==> src/rtl/output_bp_pkg.sv <==
`default_nettype none
// ============================================================================
// Module      : output_bp_pkg
// Description : Shared types and width helpers for the output-layer backprop
//               sequencer and its update datapath.
//               - bp_state_t : sequencer state encoding
//               - err_width  : width of the signed error term
//               - grad_width : width of the signed gradient
//               - sat_max / sat_min : clamp bounds for a W_W-bit signed weight
//               - addr_width : index width for N entries (minimum 1)
// Revision    : 1.0 - initial release
// ============================================================================
package output_bp_pkg;

    typedef enum logic [2:0] {
        ST_IDLE = 3'd0,
        ST_RD   = 3'd1,
        ST_WR   = 3'd2,
        ST_CLR  = 3'd3,
        ST_FIN  = 3'd4
    } bp_state_t;

    // One extra bit so the difference of two zero-extended values stays signed.
    function automatic int err_width(input int x_w, input int y_w);
        return ((x_w > y_w) ? x_w : y_w) + 1;
    endfunction

    // err * h needs E+H+1 bits with h zero-extended; the factor 2 adds one more.
    function automatic int grad_width(input int e_w, input int h_w);
        return e_w + h_w + 2;
    endfunction

    function automatic int sat_max(input int w_w);
        return (1 << (w_w - 1)) - 1;
    endfunction

    function automatic int sat_min(input int w_w);
        return -(1 << (w_w - 1));
    endfunction

    function automatic int addr_width(input int n);
        return (n > 1) ? $clog2(n) : 1;
    endfunction

endpackage
`default_nettype wire

==> src/rtl/output_bp_update_dp.sv <==
`default_nettype none
// ============================================================================
// Module      : output_bp_update_dp
// Description : Combinational SGD weight update with signed saturation.
//               w_new = clamp(sext(w) - ((2*err*h) >>> LR_SHIFT))
// Ports       : err_i   in  E_W  signed error term
//               h_i     in  H_W  unsigned activation
//               w_i     in  W_W  signed current weight
//               w_new_o out W_W  clamped updated weight
//               sat_o   out 1    clamp was applied
// Revision    : 1.0 - initial release
// ============================================================================
module output_bp_update_dp
    import output_bp_pkg::*;
#(
    parameter int E_W      = 24,
    parameter int H_W      = 10,
    parameter int W_W      = 8,
    parameter int LR_SHIFT = 4
) (
    input  logic signed [E_W-1:0] err_i,
    input  logic        [H_W-1:0] h_i,
    input  logic signed [W_W-1:0] w_i,
    output logic        [W_W-1:0] w_new_o,
    output logic                  sat_o
);

    localparam int G_W = grad_width(E_W, H_W);
    // One guard bit so sext(w) - delta cannot overflow before clamping.
    localparam int N_W = G_W + 1;
    localparam logic signed [N_W-1:0] C_MAX = N_W'(sat_max(W_W));
    localparam logic signed [N_W-1:0] C_MIN = N_W'(sat_min(W_W));

    logic signed [G_W-1:0] w_err_x;
    logic signed [G_W-1:0] w_h_x;
    logic signed [G_W-1:0] w_grad;
    logic signed [G_W-1:0] w_delta;
    logic signed [N_W-1:0] w_full;

    assign w_err_x = {{(G_W-E_W){err_i[E_W-1]}}, err_i};
    assign w_h_x   = {{(G_W-H_W){1'b0}}, h_i};
    assign w_grad  = (w_err_x * w_h_x) <<< 1;
    // Arithmetic shift gives floor rounding for negative gradients.
    assign w_delta = w_grad >>> LR_SHIFT;
    assign w_full  = {{(N_W-W_W){w_i[W_W-1]}}, w_i} - {w_delta[G_W-1], w_delta};

    always_comb begin
        w_new_o = w_full[W_W-1:0];
        sat_o   = 1'b0;
        if (w_full > C_MAX) begin
            w_new_o = C_MAX[W_W-1:0];
            sat_o   = 1'b1;
        end else if (w_full < C_MIN) begin
            w_new_o = C_MIN[W_W-1:0];
            sat_o   = 1'b1;
        end
    end

endmodule
`default_nettype wire

==> src/rtl/output_backprop_seq.sv <==
`default_nettype none
// ============================================================================
// Module      : output_backprop_seq
// Description : Sequential SGD update of all N_HIDDEN output-layer weights,
//               one weight per two cycles (read, then write), using an error
//               term latched at start. Also offers a weight-clear sweep.
// Ports       : clk_i, rst_i (async, active-high)
//               start_i / clear_i       : pass requests, sampled in IDLE only
//               target_i, final_i       : error operands, latched on start
//               h_addr_o / h_val_i      : hidden value read port
//               w_addr_o / w_rd_i       : weight read port (same address as write)
//               w_wr_en_o / w_wr_data_o : weight write port
//               busy_o, done_o, sat_o   : status
// Revision    : 1.0 - initial release
// ============================================================================
module output_backprop_seq
    import output_bp_pkg::*;
#(
    parameter int N_HIDDEN = 4,
    parameter int X_W      = 4,
    parameter int Y_W      = 23,
    parameter int H_W      = 10,
    parameter int W_W      = 8,
    parameter int LR_SHIFT = 4
) (
    input  logic                              clk_i,
    input  logic                              rst_i,
    input  logic                              start_i,
    input  logic                              clear_i,
    input  logic [X_W-1:0]                    target_i,
    input  logic [Y_W-1:0]                    final_i,
    output logic [addr_width(N_HIDDEN)-1:0]   h_addr_o,
    input  logic [H_W-1:0]                    h_val_i,
    output logic [addr_width(N_HIDDEN)-1:0]   w_addr_o,
    input  logic [W_W-1:0]                    w_rd_i,
    output logic                              w_wr_en_o,
    output logic [W_W-1:0]                    w_wr_data_o,
    output logic                              busy_o,
    output logic                              done_o,
    output logic                              sat_o
);

    localparam int E_W = err_width(X_W, Y_W);
    localparam int A_W = addr_width(N_HIDDEN);
    localparam logic [A_W-1:0] C_LAST = A_W'(N_HIDDEN - 1);

    bp_state_t             r_state;
    logic [A_W-1:0]        r_k;
    logic signed [E_W-1:0] r_err;
    logic [H_W-1:0]        r_h;
    logic signed [W_W-1:0] r_w;
    logic                  r_sat;

    logic [W_W-1:0]        w_new;
    logic                  w_clamp;

    // Update computed from the operands captured in RD, so the write data in
    // WR does not depend on the register-file read path.
    output_bp_update_dp #(
        .E_W      (E_W),
        .H_W      (H_W),
        .W_W      (W_W),
        .LR_SHIFT (LR_SHIFT)
    ) u_dp (
        .err_i   (r_err),
        .h_i     (r_h),
        .w_i     (r_w),
        .w_new_o (w_new),
        .sat_o   (w_clamp)
    );

    always_ff @(posedge clk_i or posedge rst_i) begin
        if (rst_i) begin
            r_state <= ST_IDLE;
            r_k     <= '0;
            r_err   <= '0;
            r_h     <= '0;
            r_w     <= '0;
            r_sat   <= 1'b0;
        end else begin
            case (r_state)
                ST_IDLE: begin
                    r_k <= '0;
                    if (clear_i) begin
                        r_state <= ST_CLR;
                    end else if (start_i) begin
                        r_err   <= $signed({{(E_W-Y_W){1'b0}}, final_i})
                                 - $signed({{(E_W-X_W){1'b0}}, target_i});
                        r_sat   <= 1'b0;
                        r_state <= ST_RD;
                    end
                end
                ST_RD: begin
                    r_h     <= h_val_i;
                    r_w     <= w_rd_i;
                    r_state <= ST_WR;
                end
                ST_WR: begin
                    if (w_clamp) begin
                        r_sat <= 1'b1;
                    end
                    if (r_k == C_LAST) begin
                        r_state <= ST_FIN;
                    end else begin
                        r_k     <= r_k + 1'b1;
                        r_state <= ST_RD;
                    end
                end
                ST_CLR: begin
                    if (r_k == C_LAST) begin
                        r_state <= ST_FIN;
                    end else begin
                        r_k <= r_k + 1'b1;
                    end
                end
                ST_FIN: begin
                    // k returns to 0 so the address outputs idle at 0.
                    r_k     <= '0;
                    r_state <= ST_IDLE;
                end
                default: begin
                    r_state <= ST_IDLE;
                end
            endcase
        end
    end

    // Outputs are decoded purely from registers; asynchronous reset forces
    // them to 0 immediately.
    assign h_addr_o    = r_k;
    assign w_addr_o    = r_k;
    assign w_wr_en_o   = (r_state == ST_WR) || (r_state == ST_CLR);
    assign w_wr_data_o = (r_state == ST_WR) ? w_new : '0;
    assign busy_o      = (r_state != ST_IDLE);
    assign done_o      = (r_state == ST_FIN);
    assign sat_o       = r_sat;

endmodule
`default_nettype wire

==> config.mk <==
export PLATFORM = sky130hd
export DESIGN_NAME = output_backprop_seq
export DESIGN_NICKNAME = d
export VERILOG_FILES = /design/src/rtl/output_bp_pkg.sv /design/src/rtl/output_bp_update_dp.sv /design/src/rtl/output_backprop_seq.sv
export SDC_FILE = /design/constraint.sdc
export NUM_CORES = 1
export LEC_CHECK = 0
export ABC_AREA = 1
export CORE_MARGIN = 2
export CORE_UTILIZATION = 55
export CTS_BUF_LIST = sky130_fd_sc_hd__clkbuf_4 sky130_fd_sc_hd__clkbuf_8
export CTS_CLUSTER_DIAMETER = 100
export DETAILED_ROUTE_END_ITERATION = 8
export PLACE_DENSITY_LB_ADDON = 0.08
export SLEW_MARGIN = 25
export SYNTH_ARGS = -nofsm -noshare
export SYNTH_HDL_FRONTEND = slang
export SYNTH_SLANG_ARGS = --single-unit
==> constraint.sdc <==
create_clock -name clk_i -period 8 [get_ports clk_i]
set_input_delay 1.6 -clock clk_i [delete_from_list [all_inputs] [get_ports clk_i]]
set_output_delay 1.6 -clock clk_i [all_outputs]
set_load 0.02 [all_outputs]
==> results.sh <==
export IMPL_route_detailed_drc=0
export IMPL_start_util_pct=55.90
export IMPL_io_buffers=64
export IMPL_fin_hold_ws_ns=0.5070
export IMPL_layout_drive_gt1_share_pct=29.12
export IMPL_max_freq_mhz=111.6
export IMPL_fin_crit_sh_pct=112.0
export IMPL_fin_cells=2706
export IMPL_drt_wirelength_per_cell_microns=15.12
export IMPL_cp_start_kind="register"
export IMPL_r2r_end="sat_o"
export IMPL_final_common_cell="nand2_1"
export IMPL_setup_viol=8
export IMPL_cts_sinks=48
export IMPL_worstPathArrival_ns=7.36
export IMPL_skew_ns=0.01344
export IMPL_crit_fanout=5
export IMPL_ff2ff_setup_slack_ns=0.82
export IMPL_clk_pin_slew_ns=0.11
export IMPL_cts_buffers=5
export IMPL_routabilityCongestion=0.8864
export IMPL_ant_nets=0
export IMPL_r2r_cells=37
export IMPL_grt_max_degree=49
export IMPL_synthTopCellsByArea="fa_1 30%, nand2_1 17%, inv_1 14%"
export IMPL_diodes=0
export IMPL_grt_pass1_wl_mm=67.50
export IMPL_wl_met3_mm=1.967
export IMPL_slew_limit_headroom_pct=25.25
export IMPL_cp_end_kind="output port"
export IMPL_critPathRequiredTime_ns=6.40
export IMPL_final_core_util_pct=77.06
export IMPL_fillerInstances=1853
export IMPL_grt_usage_pct=31.54
export IMPL_drv_cap=0
export IMPL_status="complete, but fails checks"
export IMPL_critPathMaxStageDelay_ns=0.55
export IMPL_worst_pin_slew_ns=1.121
export IMPL_cts_tree="yes"
export IMPL_postSynth_topFlopCell="dfrtp_1"
export IMPL_cts_root_buf="clkbuf_8"
export IMPL_ys_ff_latch=48
export IMPL_drt_iter0_drc=846
export IMPL_die_w_microns=163.8
export IMPL_grt_pass1_vias=14340
export IMPL_fp_row_count=58
export IMPL_nets=2747
export IMPL_setup_slack_ns=-0.9607
export IMPL_crit_end="w_wr_data_o[4]"
export IMPL_rsz0062_at_grt="true"
export IMPL_netlist_instances=2048
export IMPL_vias=13750
export IMPL_grt_overflow_total=0
export IMPL_die_area_sq_mm=0.02682
export IMPL_r2r_start="r_h[3]"
export IMPL_ys_warn_count=0
export IMPL_whs_path_depth=2
export IMPL_via_per_inst=5.080
export IMPL_clk_latency_ns=0.34
export IMPL_violations="negative setup slack"
export IMPL_min_path_type="reg2reg"
export IMPL_ys_types=41
export IMPL_hold_viol_final=0
export IMPL_async_reset_ff_share_pct=100.0
export IMPL_antenna_found_initial=0
export IMPL_cp_slowest_cell="fa_1"
export IMPL_placed_cells=2626
export IMPL_dr_wl_met2_mm=20.30
export IMPL_syn2layout_area_growth_pct=37.84
export IMPL_syn_area_sq_mm=0.01404
export IMPL_cts_buffer_depth=2
export IMPL_wirelength_met1_mm=17.06
export IMPL_critPathKind="reg2out"
export IMPL_ctsHtreeMaxLevel=2
export IMPL_synth_edf_count=0
export IMPL_finalMaxSlewViolations=0
export IMPL_first_pass_iters=5
export IMPL_mostFrequentLayoutCells="550 x nand2_1, 478 x inv_1, 277 x buf_4"
export IMPL_syn_area_per_cell_sq_um=6.854
export IMPL_crit_path_start="r_h[3]"
export IMPL_yosys_area_top_type="fa_1"
export IMPL_die_y_microns=163.8
export IMPL_coreArea_sq_mm=0.02511
export IMPL_hpwl_mm=31.44
export IMPL_final_min_clock_period_ns=8.961
export IMPL_synth_yosys_seq_area_share_pct=8.557
export IMPL_top_layer_used="met4"
export IMPL_io_pins=65
export IMPL_synth_net_count=2420
export IMPL_yosysTopAreaCellShare_pct=30.09
export IMPL_drt_total_wl_mm=40.92
export IMPL_fin_tns_setup_ns=-7.419
export IMPL_critPathMostFrequentCell="fa_1"
[worst max-delay path, delay by kind of cell (launching register included)]
| family | cells | cell delay [ns] |
|---|---|---|
| and+or+nand+nor | 16 | 1.91 |
| AOI/OAI and AO/OA | 3 | 0.57 |
| buffers and inverters | 8 | 0.78 |
| adders and majority gates | 7 | 3.19 |
| DFF | 1 | 0.45 |
| xor gates and xnor gates | 1 | 0.12 |
[timing repair]
| action | 4_1_cts | 5_1_grt |
|---|---|---|
| setup endpoints to repair | 8 | 8 |
| buffers inserted | 46 | 17 |
| pin swaps | 205 | 102 |
| cloned | 10 | 0 |
| hold buffers | 0 | 0 |
| resized for setup | 316 | 116 |
[cell type report]
type	instances	area [sq um]	share of cell area [%]
clock inverters	3	68.82	0.3557
clock buffers	5	68.82	0.3557
flip-flops and latches	48	1219	6.298
multi-input cells	1410	12070	62.38
well taps	330	412.9	2.134
repair buffers	384	3526	18.22
inverters	526	1984	10.26
[how the worst min path moves through the flow]
stage | slack [ns] | to | startpoint
after floorplan | 0.45 | r_err[3] | r_err[3]
after global placement | 0.46 | sat_o | sat_o
after detailed placement | 0.48 | sat_o | sat_o
after CTS | 0.51 | sat_o | sat_o
after global routing | 0.56 | r_w[4] | r_w[4]
final | 0.51 | r_w[2] | r_w[2]
[flip-flops by register name, indices dropped and copies added (netlist names)]
register / count
h_addr_o: 2
r_err: 24
r_h: 10
r_state: 3
r_w: 8
sat_o: 1
[stage by stage]
step                setup slack [ns]  area (sq um)
floorplan                  0.0006914         14270
global placement              -1.217         16970
detailed placement            -1.268         16970
CTS                          -0.7436         18730
global route                  -1.241         19350
finish                       -0.9607         19350
[synthesized netlist by cell type (6+ instances only)]
cell type	number
nand2_1	623
inv_1	514
fa_1	211
ha_1	112
nor2_1	107
a21oi_1	65
clkbuf_1	61
nand3_1	61
dfrtp_1	48
o21ai_0	38
xnor2_1	27
xor2_1	27
nand2_2	18
nor3_1	18
nand4_1	17
inv_2	11
nand3b_1	11
nor2_2	10
a31oi_1	9
o21bai_1	7
o21a_1	6
[layer usage]
layer  vias to the layer above  global-route usage (%)
met3                       133                   3.939
met2                       419                   56.36
met4                         0                   11.44
met1                      6522                   39.18
met5                         -                       0
li1                       6672                       -
[cells by family after synthesis]
kind of cell / Yosys count / share of synthesized area (%)
AND/OR/NAND/NOR: 891 / 26.52
buffers and inverters: 590 / 15.84
adder cells (fa/ha/maj): 323 / 40.07
AO/OA/AOI/OAI: 142 / 5.642
XOR/XNOR: 54 / 3.369
flip-flops: 48 / 8.557
Power is not shown: default switching activity piles up to over one toggle a cycle in this logic, so the estimate is an artifact.
